===== src/rtl/match_window_counter.sv =====
`timescale 1ns/1ps
// -----------------------------------------------------------------------------
// match_window_counter
//
// Counts match pulses from a "101" sequence detector over fixed windows of
// WINDOW qualified bits. Each completed window's count is presented on a
// valid/ready output slot along with a wrapping 4-bit sequence number. If a
// window completes while the slot is still occupied, that result is discarded
// and the sticky drop_err flag is raised.
//
// Parameters
//   WINDOW : qualified bits per window, 2..255
//   CNT_W  : width of the count; the count saturates at 2^CNT_W-1
//
// Ports
//   clk        in   rising-edge clock
//   reset_n    in   asynchronous active-low reset
//   en         in   enable counting; dropping it aborts the partial window
//   bit_valid  in   qualifies one detector bit this cycle
//   match_in   in   detector match output, sampled only with bit_valid=1
//   cnt_out    out  window match count (CNT_W bits)
//   cnt_valid  out  cnt_out/seq_no hold a result
//   cnt_ready  in   consumer accepts the result when cnt_valid=1
//   seq_no     out  window sequence number, wraps 15->0
//   drop_err   out  sticky flag: a completed window was discarded
//   clr_err    in   synchronous clear of drop_err (a same-cycle drop wins)
// -----------------------------------------------------------------------------
module match_window_counter #(
  parameter int WINDOW = 16,
  parameter int CNT_W  = 8
) (
  input  logic             clk,
  input  logic             reset_n,
  input  logic             en,
  input  logic             bit_valid,
  input  logic             match_in,
  output logic [CNT_W-1:0] cnt_out,
  output logic             cnt_valid,
  input  logic             cnt_ready,
  output logic [3:0]       seq_no,
  output logic             drop_err,
  input  logic             clr_err
);

  localparam int                POS_W    = (WINDOW > 2) ? $clog2(WINDOW) : 1;
  localparam logic [POS_W-1:0]  LAST_POS = POS_W'(WINDOW - 1);
  localparam logic [CNT_W-1:0]  CNT_MAX  = '1;

  typedef enum logic {
    IDLE  = 1'b0,
    COUNT = 1'b1
  } state_e;

  // Add a single match to an accumulator, holding at full scale instead of
  // wrapping.
  function automatic logic [CNT_W-1:0] sat_inc(input logic [CNT_W-1:0] a,
                                               input logic             inc);
    logic [CNT_W-1:0] r;
    r = a;
    if (inc && (a != CNT_MAX)) begin
      r = a + CNT_W'(1);
    end
    return r;
  endfunction

  state_e           state_q, state_d;
  logic [POS_W-1:0] pos_q, pos_d;
  logic [CNT_W-1:0] acc_q, acc_d;
  logic [3:0]       seq_cnt_q, seq_cnt_d;
  logic [CNT_W-1:0] cnt_out_q, cnt_out_d;
  logic [3:0]       seq_no_q, seq_no_d;
  logic             cnt_valid_q, cnt_valid_d;
  logic             drop_err_q, drop_err_d;

  // FSM decoded controls
  logic counting;
  logic aborting;

  // Datapath controls
  logic             take_bit;
  logic             final_bit;
  logic             slot_free;
  logic             load_slot;
  logic             drop_slot;
  logic [CNT_W-1:0] acc_sum;
  logic [3:0]       seq_next;

  // ---------------------------------------------------------------------------
  // FSM: state register
  // ---------------------------------------------------------------------------
  always_ff @(posedge clk or negedge reset_n) begin
    if (!reset_n) begin
      state_q <= IDLE;
    end else begin
      state_q <= state_d;
    end
  end

  // ---------------------------------------------------------------------------
  // FSM: next state
  // ---------------------------------------------------------------------------
  always_comb begin
    state_d = state_q;
    unique case (state_q)
      IDLE:    if (en)  state_d = COUNT;
      COUNT:   if (!en) state_d = IDLE;
      default: state_d = IDLE;
    endcase
  end

  // ---------------------------------------------------------------------------
  // FSM: decoded outputs. The IDLE->COUNT transition cycle is not "counting",
  // so a bit presented while entering COUNT is ignored.
  // ---------------------------------------------------------------------------
  always_comb begin
    counting = 1'b0;
    aborting = 1'b0;
    unique case (state_q)
      IDLE: begin
        counting = 1'b0;
        aborting = 1'b0;
      end
      COUNT: begin
        counting = en;
        aborting = !en;
      end
      default: begin
        counting = 1'b0;
        aborting = 1'b0;
      end
    endcase
  end

  // ---------------------------------------------------------------------------
  // Window accumulation and output slot control
  // ---------------------------------------------------------------------------
  always_comb begin
    take_bit  = counting && bit_valid;
    final_bit = take_bit && (pos_q == LAST_POS);
    acc_sum   = sat_inc(acc_q, match_in);
    seq_next  = seq_cnt_q + 4'd1;

    // The slot can take a new result when empty or when being emptied by an
    // acceptance in this very cycle.
    slot_free = !cnt_valid_q || cnt_ready;
    load_slot = final_bit && slot_free;
    drop_slot = final_bit && !slot_free;

    pos_d = pos_q;
    acc_d = acc_q;
    if (aborting || final_bit) begin
      pos_d = '0;
      acc_d = '0;
    end else if (take_bit) begin
      pos_d = pos_q + POS_W'(1);
      acc_d = acc_sum;
    end

    // The internal window counter advances on every completed window, dropped
    // or not, so a consumer sees a gap in seq_no after a drop.
    seq_cnt_d = final_bit ? seq_next : seq_cnt_q;

    cnt_out_d   = cnt_out_q;
    seq_no_d    = seq_no_q;
    cnt_valid_d = cnt_valid_q;
    if (load_slot) begin
      cnt_out_d   = acc_sum;
      seq_no_d    = seq_next;
      cnt_valid_d = 1'b1;
    end else if (cnt_valid_q && cnt_ready) begin
      cnt_valid_d = 1'b0;
    end

    drop_err_d = drop_err_q;
    if (drop_slot) begin
      drop_err_d = 1'b1;
    end else if (clr_err) begin
      drop_err_d = 1'b0;
    end
  end

  // ---------------------------------------------------------------------------
  // Registered window state and output slot
  // ---------------------------------------------------------------------------
  always_ff @(posedge clk or negedge reset_n) begin
    if (!reset_n) begin
      pos_q       <= '0;
      acc_q       <= '0;
      seq_cnt_q   <= '0;
      cnt_out_q   <= '0;
      seq_no_q    <= '0;
      cnt_valid_q <= 1'b0;
      drop_err_q  <= 1'b0;
    end else begin
      pos_q       <= pos_d;
      acc_q       <= acc_d;
      seq_cnt_q   <= seq_cnt_d;
      cnt_out_q   <= cnt_out_d;
      seq_no_q    <= seq_no_d;
      cnt_valid_q <= cnt_valid_d;
      drop_err_q  <= drop_err_d;
    end
  end

  assign cnt_out   = cnt_out_q;
  assign seq_no    = seq_no_q;
  assign cnt_valid = cnt_valid_q;
  assign drop_err  = drop_err_q;

endmodule


===== config.mk =====
export PLATFORM = sky130hd
export DESIGN_NAME = match_window_counter
export DESIGN_NICKNAME = d
export VERILOG_FILES = /design/src/rtl/match_window_counter.sv
export SDC_FILE = /design/constraint.sdc
export NUM_CORES = 1
export LEC_CHECK = 0
export BUFFER_PORTS_ARGS = -buffer_cell sky130_fd_sc_hd__buf_4
export CORE_MARGIN = 10
export CORE_UTILIZATION = 50
export CTS_CLUSTER_DIAMETER = 30
export CTS_CLUSTER_SIZE = 10
export DETAILED_ROUTE_END_ITERATION = 7
export PLACE_DENSITY = 0.82
export SYNTH_ARGS = -nofsm -noshare
export SYNTH_HDL_FRONTEND = slang
export SYNTH_SLANG_ARGS = --single-unit

===== constraint.sdc =====
create_clock -name clk -period 1.6 [get_ports clk]
set_input_delay 0.16 -clock clk [delete_from_list [all_inputs] [get_ports clk]]
set_output_delay 0.16 -clock clk [all_outputs]
set_load 0.05 [all_outputs]

* Word level (Yosys, flattened, before mapping)
Index checks and enable logic that the tools add are counted.
** Operators by class
- Add/subtract/negate cells :: 3
- Eq/ne operators :: 2
- Mux-type cells :: 12
- Bitwise operators :: 1
- Reductions and logical operators :: 14
** Operator list (count)
- $mux 8 :: 3
- $add 4x1->4 const B :: 2
- $add 8x1->8 const B :: 1
- $mux 4 :: 2
- $ne 8x8->1 const B :: 1
- $logic_and 1x1->1 :: 6
- $reduce_bool 2->1 :: 3
- $mux 1 :: 5
- $eq 4x4->1 const B :: 1
- $pmux 1 s2 :: 2
- $logic_not 1->1 :: 3
- $logic_or 1x1->1 :: 2
- $not 1->1 :: 1
** Word-level totals
- Bits in registers :: 31
- Input port bits :: 7
- Output and inout port bits :: 14
- Logic and storage cells :: 40

* Logic depth before layout (Yosys ltp)
Gate-level depths: netlist (run 1).
- Word-level depth :: 6
- Gate-level depth with buffers :: 6
- Depth with buffers taken out :: 5

* Least setup slack after synthesis (run 1)
OpenSTA, ideal clock, no wires.
- Kind :: flip-flop to flip-flop
- Start point :: register pos_q[0]
- End point :: register cnt_out_q[6], in the netlist cnt_out[6]
- Setup time :: 0.118 ns
- Arrival :: 1.410 ns
- Required time :: 1.482 ns
- Setup slack :: 0.072 ns
- Cell stages (with the launch flop) :: 7
- Buffers on the path :: 1
- Period minus slack after synthesis :: 1.528 ns
- Cell sequence :: dfrtp_1 -> ha_1 -> and3_1 -> nand3_1 -> clkbuf_1 -> a211oi_1 -> a21o_1
** On the way
- Cells in the longest elaborated chain, start to end :: 3
** Ends and longest elaborated chain
- start: declaration :: RTL line 67 : logic [POS_W-1:0] pos_q, pos_d;
- start signal: assignment :: RTL line 195 : pos_q <= pos_d;
- $eq 4x4->1 :: RTL line 139 : final_bit = take_bit && (pos_q == LAST_POS);
- $logic_and 1x1->1 :: RTL line 139
- $logic_and 1x1->1 :: RTL line 146 : load_slot = final_bit && slot_free;
- end signal: assignment :: RTL line 198 : cnt_out_q <= cnt_out_d;
- end: declaration :: RTL line 70 : logic [CNT_W-1:0] cnt_out_q, cnt_out_d;
No other way between the ends.
A chain may end at the register's enable or synchronous reset.

* Worst setup path in the final report (run 1)
- Start point :: register acc_q[0]
- End point :: register acc_q[5]
** On the way
- Cells in the longest elaborated chain, start to end :: 5
- Elaborated cells between the ends (all ways) :: 6
- Classes of those cells :: 1 x add/sub; 1 x eq/ne; 3 x mux; 1 x reduce/logical
** Ends and longest elaborated chain
- start: declaration :: RTL line 68 : logic [CNT_W-1:0] acc_q, acc_d;
- start signal: assignment :: RTL line 188 : acc_q <= '0;
- start signal: assignment :: RTL line 196 : acc_q <= acc_d;
- parallel branches: the longest is 2 deep, another holds $add 8x1->8
- $mux 8 (*) :: RTL line 60 : if (inc && (a != CNT_MAX)) begin
- $mux 8 (*) :: RTL line 154 : end else if (take_bit) begin
- $mux 8 (*) :: RTL line 151 : if (aborting || final_bit) begin
Every way passes the cells marked *. The select of a mux whose other input is x is not followed.

==> run summary, run 1 <==
The cell area that synthesis handed to floorplanning was ~0.0015 mm2. Using the TritonRoute via totals, the vias-per-cell ratio works out to 5.69. The fraction of synthesized cell area taken by the top area cell type came out at 53.1%. The clock tree synthesis step divided the H-tree into 2 levels. The highest ir drop seen on vdd came out at 1.02 mV. The number of maximum-capacitance constraint violations came out at 0.

The synthesized design spends more area on one cell type than any other, namely sky130_fd_sc_hd__dfrtp_1. The cell count after synthesis is 145. The actual transition at the worst max-transition pin is 0.644 ns. The adder-cell area share of the yosys netlist came out at 2.57%. The area inside the core boundary came out at 0.00278 mm2.

The synthesis-to-finish area growth is 31.5%. The register clock-pin slew on the reported worst setup and hold paths is 0.10 ns. The die is 74.0 um tall. The required time of the worst setup path is around 1.9 ns. For the final database, setup skew stands at 0.00889 ns.

The worst hold path begins at cnt_ready. The number of antenna violations at the first check in global routing is 0. The minimum setup slack in the final design came out at -0.0370 ns. The count of placed standard cells in the final layout, fillers left out came out at around 220. Setup violations remaining at the end of the flow were counted as 3. The final hold slack came out at 0.166 ns. Yosys printed 0 warnings. The min-delay analysis places its worst path in the category input pin to register. The detailed-router iteration count before antenna repair is 4.

Based on the critical path, the design can be clocked at up to 611 MHz. The global routing usage summed across all routing layers came out at between 10 and 15%. The flip-flop and latch count after synthesis came out at 31. The library cell used most frequently in the layout, excluding fill and tap cells, is sky130_fd_sc_hd__buf_4. The violation count after the first detailed-route iteration came out at 78. The number of cells after detailed placement came out at slightly above 200. The pre-CTS worst setup slack is -0.0308 ns. The analysis attributes to cell leakage a power of 0.000923 uW. The final count of pins violating max slew came to 0. The xor/xnor share of the synthesized area is 4.80%. The worst hold path terminates at cnt_valid$_DFFE_PN0P_. The number of remaining DRC errors is 0. The mean routed wirelength per cell came out at between 15 and 20 um.

The critical path arrival is 1.89 ns. The placement row count is 19. In this run the clock root is driven by a sky130_fd_sc_hd__clkbuf_4.

No sink is reached through more buffers than the 2 on the longest clock path. The worst setup path is captured at a register. The half-perimeter wire length of the detailed placement result came out at 2270 um. The synthesized netlist net count is 155. The clock sink count is 31. In the layout the commonest cells are sky130_fd_sc_hd__buf_4 (33), sky130_fd_sc_hd__dfrtp_1 (31), sky130_fd_sc_hd__nand2_1 (17). Summing the areas of all compound-gate instances in the mapped netlist gives 16.3% of the synthesized area. The main combinational cell family by area after synthesis is simple AND/OR/NAND/NOR gates. The die is between 70 and 80 um wide. The insertion delay of the later-clocked pin in the worst-skew pair came out at around 0.33 ns.

The number of cell instances on the worst register-to-register path came out at 6. The proportion of synthesized chip area in sequential cells came out at around 53%. In this run the tightest slew margin relative to its limit is 56.6%. The worst-path maximum fanout came out at 5. In the synthesized netlist, mux cells make up under 10% of the area. The floorplan step defined a die boundary enclosing approximately 0.0055 mm2. The worst setup path is launched from a register. The via count of the first global-routing pass came out at 1229. The checks that failed: setup timing.

The final layout contains 197 nets. The global-route congestion overflow total is 0. The portion of the clock cycle consumed by the worst path in the final layout is 102%. The count of endpoints failing hold in the final timing report came out at 0.

The startpoint identified for the worst register-to-register timing path is acc_q[0]$_DFFE_PN0P_. Pin placement for this block handled 21 I/O pins. The initial standard-cell utilization of the core is 52.5%. Dividing total power by cell area gives a power density of 830 mW/mm2. Sorting the synthesized cells by area gives the leading types as sky130_fd_sc_hd__dfrtp_1 (53%), sky130_fd_sc_hd__o21ai_0 (5.5%), sky130_fd_sc_hd__nand2_1 (4.6%). The global-route wire length before repair is ~5500 um. The completed layout was analyzed and its total power is ~1600 uW.

After Yosys synthesis, and, or, nand and nor cells account for 17.1% of the synthesized area. Setup repair after global routing could not meet its margin everywhere. Counting instances, the worst hold path has a depth of 3. The worst register-to-register path ends at acc_q[5]$_DFFE_PN0P_. The flow ran to the end, but the final reports show violations. Entering global routing, the biggest net connects 32 pins. TritonCTS built the clock tree. The mean post-synth cell area came out at 10.1 um2.

The number of buffers added by the clock tree synthesis step came out at 5. The setup slack of the worst register-to-register path came out at -0.04 ns. The routed wire length came out at 3400 um. After layout, the minimum clock period comes to 1.64 ns. The final antenna diode count is 0. The type of the setup path with the least slack is register to register. The number of I/O port buffers is 20.

The total via count after detailed routing is 1246. The post-route netlist has 31.4% of its cells at a drive strength greater than 1. The post-synthesis cell type count is 34.

The number of routed nets with antenna violations came out at 0. For the final routed database, the setup TNS stands at -0.0662 ns. The placer congestion estimate came out at 0.918.
-- power breakdown --
part	internal [uW]	total [uW]	switching, uW
Clock	369	645	276
Sequential	800	821	21.1
Combinational	61.0	128	66.9
Total	1230	1590	364
-- worst max-delay path, cell delays in order, from the launching register on --
cell	delay (ns)
sky130_fd_sc_hd__dfrtp_1	0.44
sky130_fd_sc_hd__ha_4	0.18
sky130_fd_sc_hd__nand4_1	0.18
sky130_fd_sc_hd__buf_4	0.21
sky130_fd_sc_hd__and3_2	0.22
sky130_fd_sc_hd__nand2b_1	0.15
sky130_fd_sc_hd__a31oi_1	0.16
-- metal layers --
layer,part of all wire [%],wire [um],track usage [%],up-vias
met1,42,1430,14.3,604
met5,0,0,0,-
met3,5.1,175,4.52,10
met4,2.9,100,6.21,0
met2,50,1690,20.8,28
li1,-,-,-,604
-- sequential cells by signal (all words and copies together), names as in the netlist --
register	cells
drop_err	1
cnt_out	8
acc_q	8
seq_cnt_q	4
seq_no	4
pos_q	4
cnt_valid	1
state_q	1
-- worst max path at each step --
stage,startpoint,to,slack [ns],cells after the start
2_1_floorplan,pos_q[0]$_DFFE_PN0P_,cnt_out[6]$_DFFE_PN0P_,0.07,6
3_3_place_gp,pos_q[1]$_DFFE_PN0P_,cnt_out[1]$_DFFE_PN0P_,0.05,6
3_5_place_dp,acc_q[0]$_DFFE_PN0P_,acc_q[1]$_DFFE_PN0P_,-0.03,5
4_1_cts,pos_q[0]$_DFFE_PN0P_,cnt_out[1]$_DFFE_PN0P_,0.02,6
5_1_grt,acc_q[0]$_DFFE_PN0P_,acc_q[0]$_DFFE_PN0P_,-0.15,6
6_report,acc_q[0]$_DFFE_PN0P_,acc_q[5]$_DFFE_PN0P_,-0.04,6
-- cell usage after synthesis, drive strengths merged --
master   n
a21o     2
a21oi    6
a211oi   1
nor2     7
o21ai   16
a22oi    1
a32o     1
xnor2    6
nand2b   2
a31oi    3
ha       3
nand4    3
o211ai   1
a22o     2
o21a     3
and4     1
xor2     2
dfrtp   31
and3     5
or3      1
or2      1
nor3     1
nand3    9
inv      6
o22ai    2
o31ai    1
nor2b    2
nor4     1
nand2   18
clkbuf   2
mux2     5
-- layout make-up --
cell class,instances,area (um2)
inverter,6,22.5
multi-input combinational,106,708
timing repair buffer,37,289
tap,31,38.8
sequential,31,776
clock inverter,2,35.0
fill,203,861
clock buffer,6,51.3
-- cells by family after synthesis --
family                   Yosys count
adder cells (fa/ha/maj)            3
AO/OA/AOI/OAI                     39
buffers and inverters              8
multiplexers                       5
XOR/XNOR                           8
flip-flops                        31
AND/OR/NAND/NOR                   51
-- metrics by stage --
| stage | cell area (um2) | utilization [%] |
|---|---|---|
| after CTS | 1820 | 65.4 |
| after floorplan | 1460 | - |
| final | 1920 | 69.1 |
| after global routing | 1920 | 69.1 |
| after global placement | 1700 | 61.2 |
| after detailed placement | 1700 | 61.2 |
-- what timing repair did --
item | in CTS | in global routing
pin swaps | 2 | 5
gates resized for setup | 2 | 12
hold buffers | 2 | 1
setup buffers | 1 | 5
hold endpoints to repair | 32 | 1
endpoints found under the setup margin | 5 | 16
(Power assumes the default switching activity.)
==> run 2: changes to the inputs <==
--- a/config.mk
+++ b/config.mk
@@ -11,6 +11,7 @@
 export CTS_CLUSTER_DIAMETER = 30
 export CTS_CLUSTER_SIZE = 10
 export DETAILED_ROUTE_END_ITERATION = 7
+export MAX_ROUTING_LAYER = met4
 export PLACE_DENSITY = 0.82
 export SYNTH_ARGS = -nofsm -noshare
 export SYNTH_HDL_FRONTEND = slang
==> run summary, run 2 (synthesis results as in run 1) <==
The number of cell instances on the worst register-to-register path is 5. The violation count after the first detailed-route iteration came out at 63. Setup repair after global routing could not meet its margin everywhere.

The library cells used most frequently in the layout, excluding fill and tap cells, are sky130_fd_sc_hd__dfrtp_1 (31), sky130_fd_sc_hd__buf_4 (29), sky130_fd_sc_hd__nand2_1 (17). The clock network fraction of total power is 36.0%. The largest stage delay on the critical path is 0.41 ns. The sequential cell fraction of total power is 56.1%. The via count of the first global-routing pass is between 1000 and 1500.

The number of I/O port buffers is 20. The total internal power is ~1100 uW. The mean routed wirelength per cell is 15.1 um. Hold timing on the final database bottoms out at a slack of 0.0288 ns. Derived from the worst setup path, the maximum achievable clock frequency is 630 MHz. STA classifies the critical path endpoint as a register. The global-route congestion overflow total is 0. The fraction of layout cells with a size suffix above 1 came out at 28.4%. The global-route wire length before repair came out at 5430 um. The share of power burned in combinational logic is under 10%.

For this configuration, the core starts out at a cell density of 52.5%. The post-layout net count came out at 192. The placer congestion estimate came out at 0.924. After clock tree synthesis, the clock-pin slew on the worst setup and hold paths is ~0.10 ns. The total via count after detailed routing came out at 1173. The clock drives 31 sinks. The final count of pins violating max slew came to 0. The end-of-flow core utilization came out at 66.7%.

The die covers 0.00548 mm2. In this run the static leakage power is just under 0.0009 uW. The half-perimeter wire length of the detailed placement result is 2370 um. The setup slack of the worst register-to-register path came out at 0.01 ns. The number of remaining DRC errors came out at 0. The critical path arrival is 1.79 ns.

The relative max-transition margin came out at 54.7%. In this run the number of cells on the critical path is 5. The number of routed nets with antenna violations came out at 0. The count of endpoints failing hold in the final timing report came out at 0. Traced cell by cell, the critical path runs through buf_4 > and3_4 > nand4_1 > mux2_4 > mux2_2.

At the pin with the least slew margin, the transition time is 0.672 ns. The launch point of the worst hold path is clr_err. The pin count of the biggest net entering global routing came out at 32. The H-tree was split into 2 levels. The floorplan has 19 rows. The number of buffer and inverter instances along the worst setup path came out at 1. The smallest clock period supported by the final layout is computed as 1.59 ns. The later pin in the worst-skew pair is clocked with a latency of 0.32 ns. The detailed-router iteration count before antenna repair is 4.

The global routing usage summed across all routing layers is 12.9%. The number of antenna diodes in the final layout is 0. The type of the setup path with the least slack is register to register. The ratio of routed vias to standard cells came out at 5.48. The startpoint type of the worst setup path is a register.

The run finished with clean final reports. The most critical setup path has its startpoint at acc_q[0]$_DFFE_PN0P_. CTS placed an instance of sky130_fd_sc_hd__clkbuf_4 at the clock tree root. In this run the worst setup path terminates at cnt_out[7]$_DFFE_PN0P_.

In this run the critical register-to-register path is captured at cnt_out[7]$_DFFE_PN0P_. The die extent in x is 74.0 um. Measured along the y axis, the die boundary spans 74.0 um.

The worst-path maximum fanout came out at 4. The launching point of the worst reg2reg path is acc_q[0]$_DFFE_PN0P_. The number of maximum-capacitance constraint violations came out at 0.

The number of antenna violations at the first check in global routing was 0. No sink is reached through more buffers than the 2 on the longest clock path. The routed wire length came out at ~3200 um. The portion of the clock cycle consumed by the worst path in the final layout came out at just under 100%. The number of buffers added by the clock tree synthesis step is 5. The largest individual stage delay along the critical path comes from the cell sky130_fd_sc_hd__dfrtp_1. Relative to the synthesized area, the layout overhead comes to 27.0%. The net switching fraction of the power came out at 23.9%.

IR analysis of the VDD net gives a maximum drop of 0.609 mV. The I/O pin total is 21. At the worst endpoint, the required time is 1.80 ns. The worst-case clock skew is 0.0103 ns. The region available for standard cell placement spans 0.00278 mm2. The commonest non-fill, non-tap cell in the layout is sky130_fd_sc_hd__dfrtp_1. After filler insertion, the fill cell instance count of the layout stands at 222. The class of the tightest hold or removal check is input pin to register. The cell type group with the largest total delay on the critical path is multiplexers.

Setup violations remaining at the end of the flow were counted as 0. The switching power of the nets came out at 349 uW. The power per cell area came out at 786 mW/mm2.

TritonCTS built the clock tree.
-- run 2: changes by cell type in the layout (fill, tap and decap cells not counted), sizes merged --
| cell | change |
|---|---|
| buf | -4 |
| bufinv | -1 |
| clkbuf | +1 |
| clkinv | -1 |
| clkinvlp | +1 |
| dlygate4sd3 | -1 |
-- run 2: timing repair --
item | in CTS | in global routing
pin swaps | 1 | 3
hold endpoints to repair | 32 | 0
hold buffers | 2 | 0
setup endpoints to repair | 4 | 11
setup buffers | 1 | 0
gates resized for setup | 2 | 10
cloned | 0 | 0
-- run 2: how the worst min path moves through the flow --
stage                                         to  slack (ns)  cells past startpoint
after detailed placement  cnt_out[6]$_DFFE_PN0P_        0.12                      1
after global routing        drop_err$_DFFE_PN0P_       0.003                      2
final                       drop_err$_DFFE_PN0P_        0.03                      2
after CTS                   drop_err$_DFFE_PN0P_        0.01                      2
after global placement    cnt_out[6]$_DFFE_PN0P_        0.11                      1
after floorplan             acc_q[0]$_DFFE_PN0P_       -0.14                      0
-- run 2: power groups by stage --
stage	Clock, uW	Combinational, uW	Sequential [uW]
final	524	116	818
after global routing	574	132	820
after CTS	534	114	816
after detailed placement	0	109	832
after global placement	0	103	829
after floorplan	0	46.2	832
-- run 2: layout make-up --
class                      count  area (um2)  share of cell area (%)
timing repair buffer          32         249                    13.4
inverter                       6        22.5                    1.21
clock inverter                 1        7.51                   0.405
clock buffer                   7        65.1                    3.51
multi-input combinational    106         696                    37.5
tap                           31        38.8                    2.09
sequential                    31         776                    41.8
-- run 2: per-stage QoR --
| step | setup TNS [ns] | setup slack [ns] | total power (uW) | instances | instance area (um2) |
|---|---|---|---|---|---|
| 2_1_floorplan | 0 | 0.0722 | 878 | 145 | 1460 |
| 3_3_place_gp | 0 | 0.0445 | 932 | 203 | 1710 |
| 3_5_place_dp | -0.0662 | -0.0327 | 941 | 203 | 1710 |
| 4_1_cts | 0 | 0.00845 | 1470 | 214 | 1820 |
| 5_1_grt | -0.113 | -0.0513 | 1530 | 214 | 1850 |
| 6_report | 0 | 0.0133 | 1460 | 214 | 1850 |
-- run 2: layer usage --
layer	share of wire, %	GRT usage [%]	vias up
li1	-	-	597
met1	44	14.5	554
met2	51	21.3	20
met3	4.5	3.72	2
met4	0.59	4.35	0
met5	0	-	-
